### config.mk
export PLATFORM = sky130hd
export DESIGN_NAME = ram_arbiter
export DESIGN_NICKNAME = d
export VERILOG_FILES = /design/src/rtl/mem_arb_pkg.sv /design/src/rtl/arb_pick.sv /design/src/rtl/ram_arbiter.sv
export SDC_FILE = /design/constraint.sdc
export NUM_CORES = 1
export LEC_CHECK = 0
export ABC_AREA = 1
export BUFFER_PORTS_ARGS = -buffer_cell sky130_fd_sc_hd__buf_2
export CORE_MARGIN = 5
export CORE_UTILIZATION = 47
export CTS_BUF_LIST = sky130_fd_sc_hd__clkbuf_4
export CTS_CLUSTER_DIAMETER = 60
export DETAILED_ROUTE_END_ITERATION = 7
export PLACE_DENSITY_LB_ADDON = 0.3
export SYNTH_ARGS = -nofsm -noshare
export SYNTH_HDL_FRONTEND = slang
export SYNTH_HIERARCHICAL = 1
export SYNTH_SLANG_ARGS = --single-unit
### constraint.sdc
create_clock -name clk -period 2.25 [get_ports clk]
set_clock_uncertainty 0.1 [all_clocks]
set_input_delay 0.45 -clock clk [delete_from_list [all_inputs] [get_ports clk]]
set_output_delay 0.45 -clock clk [all_outputs]
set_load 0.1 [all_outputs]
### src/rtl/mem_arb_pkg.sv
// Shared types and constants for the data-RAM arbiter.
package mem_arb_pkg;

    // Sequencing states of one RAM transaction.
    typedef enum logic [1:0] {
        IDLE  = 2'd0,
        ISSUE = 2'd1,
        WAIT  = 2'd2,
        DONE  = 2'd3
    } arb_state_t;

    // Identity of the master that owns the current transaction.
    typedef enum logic {
        GRANT_M0 = 1'b0,
        GRANT_M1 = 1'b1
    } grant_t;

    // Largest supported RAM read latency.
    localparam int RD_LAT_MAX = 3;
    // Width of the master-1 starvation counter.
    localparam int STARVE_W   = 4;

endpackage

### src/rtl/arb_pick.sv
// Winner selection between the CPU MEM-stage port (m0) and the debug/loader
// port (m1). Pure combinational policy; the sequencing FSM only latches the
// result while idle.
module arb_pick
    import mem_arb_pkg::*;
#(
    parameter int CPU_PRIO   = 1,
    parameter int STARVE_MAX = 4
) (
    input  logic                m0_req,
    input  logic                m1_req,
    input  logic                last_grant,
    input  logic [STARVE_W-1:0] starve_cnt,
    output logic                winner
);

    // winner = 0 selects m0, winner = 1 selects m1.
    always_comb begin
        winner = 1'b0;
        if (CPU_PRIO != 0) begin
            // m0 has priority unless m1 has lost STARVE_MAX times in a row.
            if (m1_req && (!m0_req || (starve_cnt == STARVE_W'(STARVE_MAX)))) begin
                winner = 1'b1;
            end
        end else begin
            // Round-robin: on a tie the master that did not win last time goes.
            if (m1_req && (!m0_req || (last_grant == 1'b0))) begin
                winner = 1'b1;
            end
        end
    end

endmodule

### src/rtl/ram_arbiter.sv
// Shares the single data RAM between the CPU MEM stage (m0) and the
// debug/program-loader port (m1). Each access becomes one RAM transaction:
// IDLE -> ISSUE -> (WAIT) -> (DONE) -> IDLE, with an ack pulse on completion.
//
// Handshake: a master raises mN_req with mN_we/mN_addr/mN_wdata and holds them
// stable until mN_ack, a single-cycle pulse (mN_rdata is valid with it for
// reads). Inputs are latched when the request wins in IDLE; later changes are
// ignored. A req still high in the IDLE cycle after ack is a new transaction.
module ram_arbiter
    import mem_arb_pkg::*;
#(
    parameter int ADDR_W     = 32,
    parameter int DATA_W     = 32,
    parameter int RD_LAT     = 1,
    parameter int CPU_PRIO   = 1,
    parameter int STARVE_MAX = 4
) (
    input  logic              clk,
    input  logic              rst,
    input  logic              m0_req,
    input  logic              m0_we,
    input  logic [ADDR_W-1:0] m0_addr,
    input  logic [DATA_W-1:0] m0_wdata,
    output logic              m0_ack,
    output logic [DATA_W-1:0] m0_rdata,
    input  logic              m1_req,
    input  logic              m1_we,
    input  logic [ADDR_W-1:0] m1_addr,
    input  logic [DATA_W-1:0] m1_wdata,
    output logic              m1_ack,
    output logic [DATA_W-1:0] m1_rdata,
    output logic [ADDR_W-1:0] ram_addr,
    output logic [DATA_W-1:0] ram_wdata,
    output logic              ram_re,
    output logic              ram_we,
    input  logic [DATA_W-1:0] ram_rdata,
    output logic              cpu_stall,
    output logic              busy,
    output logic [1:0]        dbg_state
);

    localparam int WAIT_W = $clog2(RD_LAT_MAX + 1);

    arb_state_t          state, state_nxt;
    grant_t              grant;
    logic                lat_we;
    logic [ADDR_W-1:0]   lat_addr;
    logic [DATA_W-1:0]   lat_wdata;
    logic [WAIT_W-1:0]   wait_cnt;
    logic [STARVE_W-1:0] starve_cnt;
    logic                last_grant;
    logic [DATA_W-1:0]   m0_rdata_q, m1_rdata_q;
    logic                winner;
    logic                any_req;
    logic                capture;
    logic                ack_any;

    assign any_req = m0_req | m1_req;

    arb_pick #(
        .CPU_PRIO   (CPU_PRIO),
        .STARVE_MAX (STARVE_MAX)
    ) u_pick (
        .m0_req     (m0_req),
        .m1_req     (m1_req),
        .last_grant (last_grant),
        .starve_cnt (starve_cnt),
        .winner     (winner)
    );

    // State register.
    always_ff @(posedge clk) begin
        if (rst) begin
            state <= IDLE;
        end else begin
            state <= state_nxt;
        end
    end

    // Next-state and RAM/ack strobes decoded from the current state.
    always_comb begin
        state_nxt = state;
        ram_re    = 1'b0;
        ram_we    = 1'b0;
        ack_any   = 1'b0;
        capture   = 1'b0;
        case (state)
            IDLE: begin
                if (any_req) begin
                    state_nxt = ISSUE;
                end
            end
            ISSUE: begin
                if (lat_we) begin
                    // Writes complete in the issue cycle itself.
                    ram_we    = 1'b1;
                    ack_any   = 1'b1;
                    state_nxt = IDLE;
                end else begin
                    ram_re = 1'b1;
                    if (RD_LAT == 0) begin
                        capture   = 1'b1;
                        state_nxt = DONE;
                    end else begin
                        state_nxt = WAIT;
                    end
                end
            end
            WAIT: begin
                ram_re = 1'b1;
                if (wait_cnt == WAIT_W'(1)) begin
                    capture   = 1'b1;
                    state_nxt = DONE;
                end
            end
            DONE: begin
                ack_any   = 1'b1;
                state_nxt = IDLE;
            end
            default: begin
                state_nxt = IDLE;
            end
        endcase
    end

    // Grant latch, latency counter, starvation bookkeeping and read capture.
    always_ff @(posedge clk) begin
        if (rst) begin
            grant      <= GRANT_M0;
            lat_we     <= 1'b0;
            lat_addr   <= '0;
            lat_wdata  <= '0;
            wait_cnt   <= '0;
            starve_cnt <= '0;
            last_grant <= 1'b1;
            m0_rdata_q <= '0;
            m1_rdata_q <= '0;
        end else begin
            if ((state == IDLE) && any_req) begin
                grant      <= grant_t'(winner);
                last_grant <= winner;
                lat_we     <= winner ? m1_we    : m0_we;
                lat_addr   <= winner ? m1_addr  : m0_addr;
                lat_wdata  <= winner ? m1_wdata : m0_wdata;
                if (winner) begin
                    starve_cnt <= '0;
                end else if (m1_req && (starve_cnt != {STARVE_W{1'b1}})) begin
                    starve_cnt <= starve_cnt + STARVE_W'(1);
                end
            end
            if ((state == ISSUE) && !lat_we) begin
                wait_cnt <= WAIT_W'(RD_LAT);
            end else if (state == WAIT) begin
                wait_cnt <= wait_cnt - WAIT_W'(1);
            end
            if (capture) begin
                if (grant == GRANT_M1) begin
                    m1_rdata_q <= ram_rdata;
                end else begin
                    m0_rdata_q <= ram_rdata;
                end
            end
        end
    end

    assign ram_addr  = lat_addr;
    assign ram_wdata = lat_wdata;
    assign m0_ack    = ack_any && (grant == GRANT_M0);
    assign m1_ack    = ack_any && (grant == GRANT_M1);
    assign m0_rdata  = m0_rdata_q;
    assign m1_rdata  = m1_rdata_q;
    assign cpu_stall = m0_req & ~m0_ack;
    assign busy      = (state != IDLE);
    assign dbg_state = state;

endmodule
## Word-level counts from Yosys, hierarchy flattened

Cells that the tools add are included.

- Add/subtract/negate cells: 2
- Muxes and demuxes: 19
- Bitwise gates (word level): 4
- Equal/unequal tests: 8
- Reductions and logical operators: 18

Operators by type and width:

| operator | count |
|---|---|
| $mux W32 | 2 |
| $mux W1 | 9 |
| $mux W4 | 2 |
| $pmux W2 S4 | 1 |
| $reduce_and A2 Y1 | 4 |
| $logic_and A1 B1 Y1 | 6 |
| $mux W2 | 3 |
| $reduce_bool A2 Y1 | 3 |
| $add A4 B1 Y4 const B | 1 |
| $eq A2 B1 Y1 const B | 2 |
| $eq A2 B2 Y1 const B | 2 |
| $eq A4 B3 Y1 const B | 1 |
| $ne A2 B2 Y1 const B | 2 |
| $ne A4 B4 Y1 const B | 1 |
| $pmux W1 S2 | 2 |
| $logic_not A1 Y1 | 2 |
| $logic_not A2 Y1 | 1 |
| $not A1 Y1 | 2 |
| $reduce_or A2 Y1 | 1 |
| $sub A2 B1 Y2 const B | 1 |
| $and A1 B1 Y1 | 1 |
| $logic_or A1 B1 Y1 | 1 |
| $or A1 B1 Y1 | 1 |

- Register bits: 138
- Input bits: 166
- Word-level logic and storage cells: 61

## Longest topological paths before layout

- Depth in word-level cells: 6
- Mapped depth: 11

## By module

Netlist, hierarchy kept.

Modules (own cells, without submodules):

| module | times used | area an instance (sq um) | cells an instance |
|---|---|---|---|
| ram_arbiter | 1 | 5950.7 | 869 |
| arb_pick | 1 | 27.5 | 6 |

## Least setup slack after synthesis

Ideal clock, no wire load.

- Path type: flip-flop to output port
- Start: reg state[0] (netlist: dbg_state[0])
- End: out cpu_stall
- Slack: -2.761 ns
- Buffers on the path: 0
- Arrival: 4.461 ns
- Stages on the path, launching flop included: 8
- Cell sequence: dfxtp_1 -> ha_1 -> nand2_1 -> inv_1 -> or2_2 -> inv_1 -> nor2_1 -> nor2_1

- Longest elaborated chain between the ends: 5
- Elaborated cells on any way between the ends: 6
- Those cells by class: eq/ne (2); mux (1); bitwise (2); reduce/logical (1)

RTL lines:

| what | line | text |
|---|---|---|
| from (decl) | ram_arbiter.sv:44 | `arb_state_t state, state_nxt;` |
| from (signal assigned) | ram_arbiter.sv:76 | `state <= state_nxt;` |
| $eq A2 B2 Y1 or $eq A2 B1 Y1 (tied branches) | ram_arbiter.sv:87 | `case (state)` |
| $pmux W1 S2 * | ram_arbiter.sv:87 |  |
| $logic_and A1 B1 Y1 * | ram_arbiter.sv:168 | `assign m0_ack = ack_any && (grant == GRANT_M0);` |
| via m0_ack | ram_arbiter.sv:24 | `output logic m0_ack,` |
| $not A1 Y1 * | ram_arbiter.sv:172 | `assign cpu_stall = m0_req & ~m0_ack;` |
| $and A1 B1 Y1 * | ram_arbiter.sv:172 |  |
| to (decl) | ram_arbiter.sv:37 | `output logic cpu_stall,` |

Mark *: on every way through the listed nets, which the timed path passes. The rest lies on a longest branch.

==> flow_metrics.py <==
metrics = {
    "route": {
        "drt_iter0_drc": 535,
        "ant_nets": 0,
        "post_drt_via_cell_ratio": 4.80,
        "drtPass1Iterations": 5,
        "via_count": 6440,
        "wirelength_mm": 18.7,
        "drc": 0,
        "wl_per_cell_um": 14.0,
    },
    "global_routing": {
        "grt_max_degree": 67,
        "overflow": 0,
        "track_usage": 0.237,
        "antenna_found_initial": 1,
        "grt_first_pass_wirelength_mm": 28.5,
        "first_global_vias": 5808,
    },
    "layout": {
        "final_util": 0.649,
        "design_area_mm2": 0.00813,
        "area.growth.synth_to_final_pct": 36.6,
        "nNetsFinal": 1329,
        "final_common_cell": "buf_2",
        "final_cell_mix": "295 x buf_2, 249 x nand2_1, 200 x nor2_1",
        "drive_gt1_frac": 0.325,
    },
    "critical_path": {
        "worstSetupPathType": "flip-flop to output pin",
        "critical_path.cell_chain": "inv_4 > ha_4 > nand2_4 > clkinvlp_4 > or2_4 > inv_4 > nor2_4 > nor2_4 > buf_12",
        "reg2reg_from": "starve_cnt[2]",
        "cpMaxStageDelayCell": "dfxtp_4",
        "crit_fanout": 2,
        "crit_path_end_kind": "output pin",
        "rrSetupSlack_ns": 0.35,
        "max_stage_delay_ns": 0.39,
        "critPathLaunchType": "flip-flop",
        "worstPathRequired_ns": 1.70,
        "critPathArrivalTime_ns": 1.89,
    },
    "yosys": {
        "syn_inst": 872,
        "syn_area_mm2": 0.00595,
        "synthesis.nets": 1045,
        "avgSynthCellArea_um2": 6.82,
        "yosysWarningCount": 6,
    },
    "clocking": {
        "clockBufferDepth": 2,
        "htree_levels": 4,
        "clk_latency_ns": 0.53,
        "root_buffer": "clkbuf_4",
        "cts_buffers": 17,
        "path_clk_slew_ns": 0.14,
        "cts_tree": "built",
        "clkSinkCount": 138,
    },
    "place": {
        "gp_congestion": 0.844,
        "postPlaceCellArea_mm2": 0.00762,
        "dp_slack_ns": 0.313,
        "io_buffers": 301,
        "dp_hpwl_mm": 13.4,
    },
    "die": {
        "floorplan.rows": 41,
        "dieArea_mm2": 0.0150,
        "die_h_um": 123,
        "core_mm2": 0.0125,
        "initial_core_util": 0.475,
        "pin_count": 302,
        "die_w_um": 123,
    },
    "sta": {
        "hold_violations": 0,
        "worst_slack_ns": -0.193,
        "rsz0062_at_grt": "true",
        "tightest_slew_ns": 0.525,
        "max_clock_freq_mhz": 409,
        "maxSlewHeadroom": 0.652,
        "setup_viol": 4,
        "whs_ns": 0.0610,
        "fin_crit_sh": 1.09,
        "fin_crit_ns": 2.44,
        "slew_viol_final": 0,
    },
    "status": {
        "outcome": "complete, but fails checks",
        "violations": "setup timing",
    },
    "power_and_ir_drop": {
        "total_power_uw": 12400,
        "ir_worst_vdd_uv": 1190,
        "powerDensity_mw_per_mm2": 1520,
        "power.static_leakage_uw": 0.00430,
    },
    "min_path": {
        "hp-start": "ram_rdata[24]",
        "hp-class": "input port to flip-flop",
    },
    "flow_run": {
        "cap_violations": 0,
    },
}
through the flow:
stage	std cells	setup TNS [ns]
6_report	1342	-0.544
5_1_grt	1342	-1.05
4_1_cts	1339	-0.622
3_5_place_dp	1301	0
3_3_place_gp	1301	0
2_1_floorplan	872	-1.07
report_power, final:
group | internal, uW | leakage (uW) | switching, uW
Combinational | 1320 | 0.00298 | 5780
Clock | 1020 | 0.000185 | 936
Sequential | 3020 | 0.00113 | 299
Total | 5360 | 0.00430 | 7010
final timing paths:
kind              depth (start not counted)       endpoint
setup reg to reg                         10  ram_wdata[29]
hold reg to reg                           2   m1_rdata[29]
hold / removal                            3   m0_rdata[24]
setup / recovery                          9      cpu_stall
state kept, by name, summed over array words and instances, names as in the netlist, named ones only:
register	cells
ram_addr	32
lat_we	1
m1_rdata	32
grant	1
dbg_state	1
ram_wdata	32
m0_rdata	32
starve_cnt	4
wait_cnt	2
metal layers:
metal | GRT usage | up-vias | routed length (um)
met3 | 0.0571 | 30 | 1400
li1 | - | 3328 | -
met2 | 0.405 | 242 | 9250
met4 | 0.0847 | 0 | 414
met1 | 0.290 | 2840 | 7670
met5 | 0 | - | 0
layout make-up:
cell class              instances  area [um^2]
fillers                      1219         4390
flip-flops and latches        138         2770
clock buffers                  18          135
multi-input cells             649         2850
well taps                     172          215
inverters                      27          115
clock inverters                14          219
diodes                          1         2.50
repair buffers                323         1820
timing repair:
action	CTS	global route
gates cloned	0	0
resized for setup	14	6
pin swaps	5	1
setup buffers	5	3
setup endpoints to repair	6	4
hold buffers	1	0
endpoints found under the hold margin	1	0
critical path: cells and delay by family (launching register included):
family                   cells  cell delay (ns)
adder cells (fa/ha/maj)      1             0.16
buffers and inverters        4             0.37
flip-flops                   1             0.39
AND/OR/NAND/NOR              4             0.45
Power figures use the tool's default switching activity.
